--- config.mk ---
export PLATFORM = sky130hd
export DESIGN_NAME = irq_arbiter
export DESIGN_NICKNAME = d
export VERILOG_FILES = /design/src/rtl/irq_arbiter.sv
export SDC_FILE = /design/constraint.sdc
export NUM_CORES = 1
export LEC_CHECK = 0
export ABC_AREA = 0
export CORE_MARGIN = 2
export CORE_UTILIZATION = 49
export DETAILED_ROUTE_END_ITERATION = 10
export GPL_ROUTABILITY_DRIVEN = 0
export PLACE_DENSITY = 0.8
export SYNTH_ARGS = -nofsm -noshare
export SYNTH_HDL_FRONTEND = slang
export SYNTH_SLANG_ARGS = --single-unit
--- constraint.sdc ---
create_clock -name clk -period 5.6 [get_ports clk]
set_input_delay 1.4 -clock clk [delete_from_list [all_inputs] [get_ports clk]]
set_output_delay 1.4 -clock clk [all_outputs]
set_load 0.02 [all_outputs]
--- src/rtl/irq_arbiter.sv ---
// Merges the key and ethernet interrupt sources into one request for the fetch stage.
// Each source has an edge detector, a one-deep pending buffer and a saturating drop counter.
module irq_arbiter #(
   parameter int DATA_W = 32,
   parameter int CNT_W  = 8
) (
   input  logic              clk,
   input  logic              rst_n,
   input  logic              key_req,
   input  logic [DATA_W-1:0] key_data,
   input  logic              eth_req,
   input  logic [DATA_W-1:0] eth_data,
   input  logic              stall_interrupt,
   input  logic              ret,
   output logic              interrupt,
   output logic [DATA_W-1:0] interrupt_data,
   output logic              int_src,
   output logic              busy,
   output logic              key_ack,
   output logic              eth_ack,
   output logic [CNT_W-1:0]  key_drops,
   output logic [CNT_W-1:0]  eth_drops
);

   typedef enum logic [1:0] {
      IDLE    = 2'd0,
      ISSUE   = 2'd1,
      SERVICE = 2'd2
   } state_t;

   localparam logic [CNT_W-1:0] CNT_MAX = {CNT_W{1'b1}};

   // Index 0 is the key source, index 1 is the ethernet source.
   state_t            state_r;
   logic [1:0]        req_s;
   logic [1:0]        req_q_r;
   logic [1:0]        new_s;
   logic [1:0]        pend_r;
   logic [1:0]        clr_s;
   logic [DATA_W-1:0] din_s  [2];
   logic [DATA_W-1:0] buf_r  [2];
   logic [CNT_W-1:0]  drop_r [2];
   logic              grant_s;
   logic              win_s;
   logic              last_src_r;

   // Edge detection, grant decision and round-robin winner selection.
   always_comb begin
      req_s    = {eth_req, key_req};
      din_s[0] = key_data;
      din_s[1] = eth_data;
      new_s    = req_s & ~req_q_r;
      grant_s  = (state_r == IDLE) && (pend_r != 2'b00) && !stall_interrupt;
      if (pend_r == 2'b11) begin
         win_s = ~last_src_r;
      end else if (pend_r[1]) begin
         win_s = 1'b1;
      end else begin
         win_s = 1'b0;
      end
      clr_s = 2'b00;
      if (grant_s) begin
         clr_s[win_s] = 1'b1;
      end else begin
         clr_s = 2'b00;
      end
   end

   // Pending flags, data buffers and drop counters; a request arriving as its
   // pending bit is granted reloads the buffer instead of counting as a drop.
   always_ff @(posedge clk) begin
      if (!rst_n) begin
         req_q_r <= 2'b00;
         pend_r  <= 2'b00;
         for (int i = 0; i < 2; i++) begin
            buf_r[i]  <= '0;
            drop_r[i] <= '0;
         end
      end else begin
         req_q_r <= req_s;
         for (int i = 0; i < 2; i++) begin
            if (new_s[i] && (!pend_r[i] || clr_s[i])) begin
               pend_r[i] <= 1'b1;
               buf_r[i]  <= din_s[i];
            end else if (new_s[i]) begin
               if (drop_r[i] != CNT_MAX) begin
                  drop_r[i] <= drop_r[i] + 1'b1;
               end else begin
                  drop_r[i] <= drop_r[i];
               end
            end else if (clr_s[i]) begin
               pend_r[i] <= 1'b0;
            end else begin
               pend_r[i] <= pend_r[i];
            end
         end
      end
   end

   // Service state machine with registered handshake outputs.
   always_ff @(posedge clk) begin
      if (!rst_n) begin
         state_r        <= IDLE;
         last_src_r     <= 1'b1;
         interrupt      <= 1'b0;
         interrupt_data <= '0;
         int_src        <= 1'b0;
         busy           <= 1'b0;
         key_ack        <= 1'b0;
         eth_ack        <= 1'b0;
      end else begin
         interrupt <= 1'b0;
         key_ack   <= 1'b0;
         eth_ack   <= 1'b0;
         case (state_r)
            IDLE: begin
               if (grant_s) begin
                  state_r        <= ISSUE;
                  interrupt      <= 1'b1;
                  busy           <= 1'b1;
                  interrupt_data <= buf_r[win_s];
                  int_src        <= win_s;
                  last_src_r     <= win_s;
                  key_ack        <= ~win_s;
                  eth_ack        <= win_s;
               end else begin
                  state_r <= IDLE;
               end
            end
            ISSUE: begin
               state_r <= SERVICE;
            end
            SERVICE: begin
               if (ret) begin
                  state_r <= IDLE;
                  busy    <= 1'b0;
               end else begin
                  state_r <= SERVICE;
               end
            end
            default: begin
               state_r <= IDLE;
               busy    <= 1'b0;
            end
         endcase
      end
   end

   assign key_drops = drop_r[0];
   assign eth_drops = drop_r[1];

endmodule
==> metrics.txt <==
f_max around 0.29 GHz; Synth cell types 37; P_sw 0.531 mW; setup TNS 0 ns; PortBufs ~120; Worst Setup SP stall_interrupt; clk_skew ~0.0096 ns; worst r2r dst buf_r[0][4]; fin crit share 61.7%; Mean Syn Cell Area 13.0 um2; reg2reg start state_r[1]; Reg2Reg Depth 4; CTS tree yes; H-tree Lvls 4; most frequent cells after synthesis edfxtp_1, and3_1, nor2_1, dfxtp_1, a222oi_1; Clock Path Buffers 2; CTS Buf Count 17; sequential share of power between 40% and 50%; Placed Cells 604; initial antenna violation count 0; layout cells sized above 1 a little under a tenth; top-count cell post-synth edfxtp_1; number of setup buffers added after CTS 0; leakage 2.60 nW; Max-cap violations 0; Crit path max-delay family compound AO/OA/AOI/OAI gates; Tot GR Track Use 20.7%; post_cts resized 0; Relative slew margins between 10% and 20%; slowest cell delay on critical path 0.98 ns; final wirelength 11200 um; crit-path cells clkdlybuf4s50_1 -> nor3_1 -> a21boi_1 -> o22ai_4 -> and3_2; minimum clock period about 3.5 ns; clock network power share between 40% and 50%; Nets around 560; Critical Path AT between 3 and 4 ns; Sw Share 23.8%; Power Density between 300 and 400 nW/um2; Root Buffer clkbuf_8; synthesized area a little under 5000 um2; CTS Sinks around 120; core area between 9000 and 10000 um2; hold buffer count at CTS 0; Initial Util between 50% and 60%; syn_nets ~450; grt ovf 0; vias per cell 5.51; non-filler cells, final roughly 640; 1st-pass router iterations 6; dpl ws about 1.7 ns; die width around 100 um; Worst Path Required around 6.0 ns; Routed Antenna Nets 0; Worst Path Buf+Inv 1; Area Growth Syn to Fin 36.6%; # setup viols final 0; outcome complete, no violations; number of synthesized register bits around 120; critical path class input port to flip-flop; Least-Margin Pin Slew ~1.3 ns; Clk pin slew, worst setup/hold paths approximately 0.06 ns; routed length per instance around 18 um; min-delay worst type flip-flop to flip-flop; # diodes 0; Die H a little over 100 um; post-synthesis sequential area ratio between 60% and 70%; internal power about 1.7 mW; IO Pins 123; number of synthesized flops with an enable pin 80; die area 10700 um2; worst skew pair latency roughly 0.50 ns; first-pass GRT wire length roughly 17000 um; fraction of registers with async set/reset 0%; Remaining DRCs 0; RSZ-0062 raised after global routing no; CP Capture Type flip-flop; combinational power share a little over a tenth; startpoint types input port; warnings from Yosys 0; Post-Syn Instances about 370; Setup crit end buf_r[0][4]; Via Count around 3500; cell taking the most area after synthesis edfxtp_1; setup ws final roughly 2.1 ns; top post-synthesis cells by area edfxtp_1, dfxtp_1, and3_1; row count 36; top_reg_cell synth edfxtp_1; pin count of the biggest net entering global routing 75; Hold Vio Cnt, Final 0; stages on the worst setup path 5; DRT iter0 DRCs ~280; final count of pins violating max slew 0; DPL Wire Length a little under 7000 um; VDD IR-drop max 0.000224 V; vias in the first global route approximately 3600; crit-path max FO 64; R2R Setup Slk between 3 and 4 ns; slowest CP cell o22ai_4; top cell type's share of synthesized area around 49%
-- cell families after synthesis --
| family | synth area share (%) |
|---|---|
| AOI/OAI and AO/OA | 9.51 |
| xor gates and xnor gates | 2.16 |
| adders and majority gates | 0.514 |
| buffers and inverters | 3.55 |
| DFF | 67.5 |
| muxes | 0.617 |
| and+or+nand+nor | 16.2 |
-- flip-flops by register name (all words and copies together), names as in the netlist, 2 cells and up --
register and count:
req_q_r 2, interrupt_data 32, drop_r 16, state_r 2, pend_r 2, buf_r 64
-- worst min-delay path by stage --
stage	startpoint	end	slack, ns	cells after the start
final	buf_r[0][25]	interrupt_data[25]	0.49	2
after global routing	interrupt_data[31]	interrupt_data[31]	0.51	2
after CTS	buf_r[0][30]	interrupt_data[30]	0.49	2
after detailed placement	buf_r[0][8]	interrupt_data[8]	0.47	2
after global placement	buf_r[0][0]	interrupt_data[0]	0.46	2
after floorplan	buf_r[0][0]	interrupt_data[0]	0.46	2
-- routing by layer --
layer | GRT usage [%] | routed length [um] | vias up
met1 | 23.1 | 4350 | 1692
met5 | 0 | 0 | -
met4 | 11.3 | 249 | 0
li1 | - | - | 1659
met3 | 5.41 | 663 | 18
met2 | 36.2 | 5930 | 135
-- worst min-delay path: cells and delay by family (launching register included) --
| family | cells | cell delay, ns |
|---|---|---|
| AO/OA/AOI/OAI | 1 | 0.06 |
| flip-flops | 1 | 0.32 |
| AND/OR/NAND/NOR | 1 | 0.08 |
-- power groups by stage --
stage                     logic (mW)  clock network (mW)  registers, mW
after floorplan                0.110                   0           1.12
after global placement         0.236                   0           1.09
after detailed placement       0.242                   0           1.10
after CTS                      0.244               0.925           1.08
after global routing           0.261               0.967           1.09
final                          0.243               0.910           1.08
-- placed cells by master (no fill, tap or decap), drive strengths merged, types with 2 or more instances in the layout --
cell type,netlist,final
a211oi,2,2
a21boi,2,2
a21oi,3,3
a222oi,30,30
and2,3,3
and3,68,68
buf,15,5
clkbuf,14,19
clkdlybuf4s50,0,121
clkinv,0,7
clkinvlp,0,6
dfxtp,44,44
edfxtp,80,80
ha,2,2
inv,2,2
mux2i,3,3
nand2,3,3
nand3,9,9
nor2,56,56
nor2b,4,4
nor3,2,2
o21ai,7,7
xnor2,4,4
xor2,8,8
-- per-stage QoR --
step	area [um2]	utilization, %	power (mW)	hold slack [ns]
after CTS	6650	68.3	2.25	0.490
after global routing	6650	68.3	2.31	0.514
final	6650	68.3	2.23	0.487
after detailed placement	6150	63.2	1.34	0.471
after global placement	6150	63.2	1.33	0.461
after floorplan	4870	-	1.23	0.457
-- cell type report --
class,instances,area [um2]
sequential,124,3280
fill,725,3080
multi-input combinational,219,1440
timing repair buffer,126,1250
clock buffer,19,422
tap,133,166
clock inverter,13,80.1
inverter,2,7.51
(Power assumes the default switching activity.)
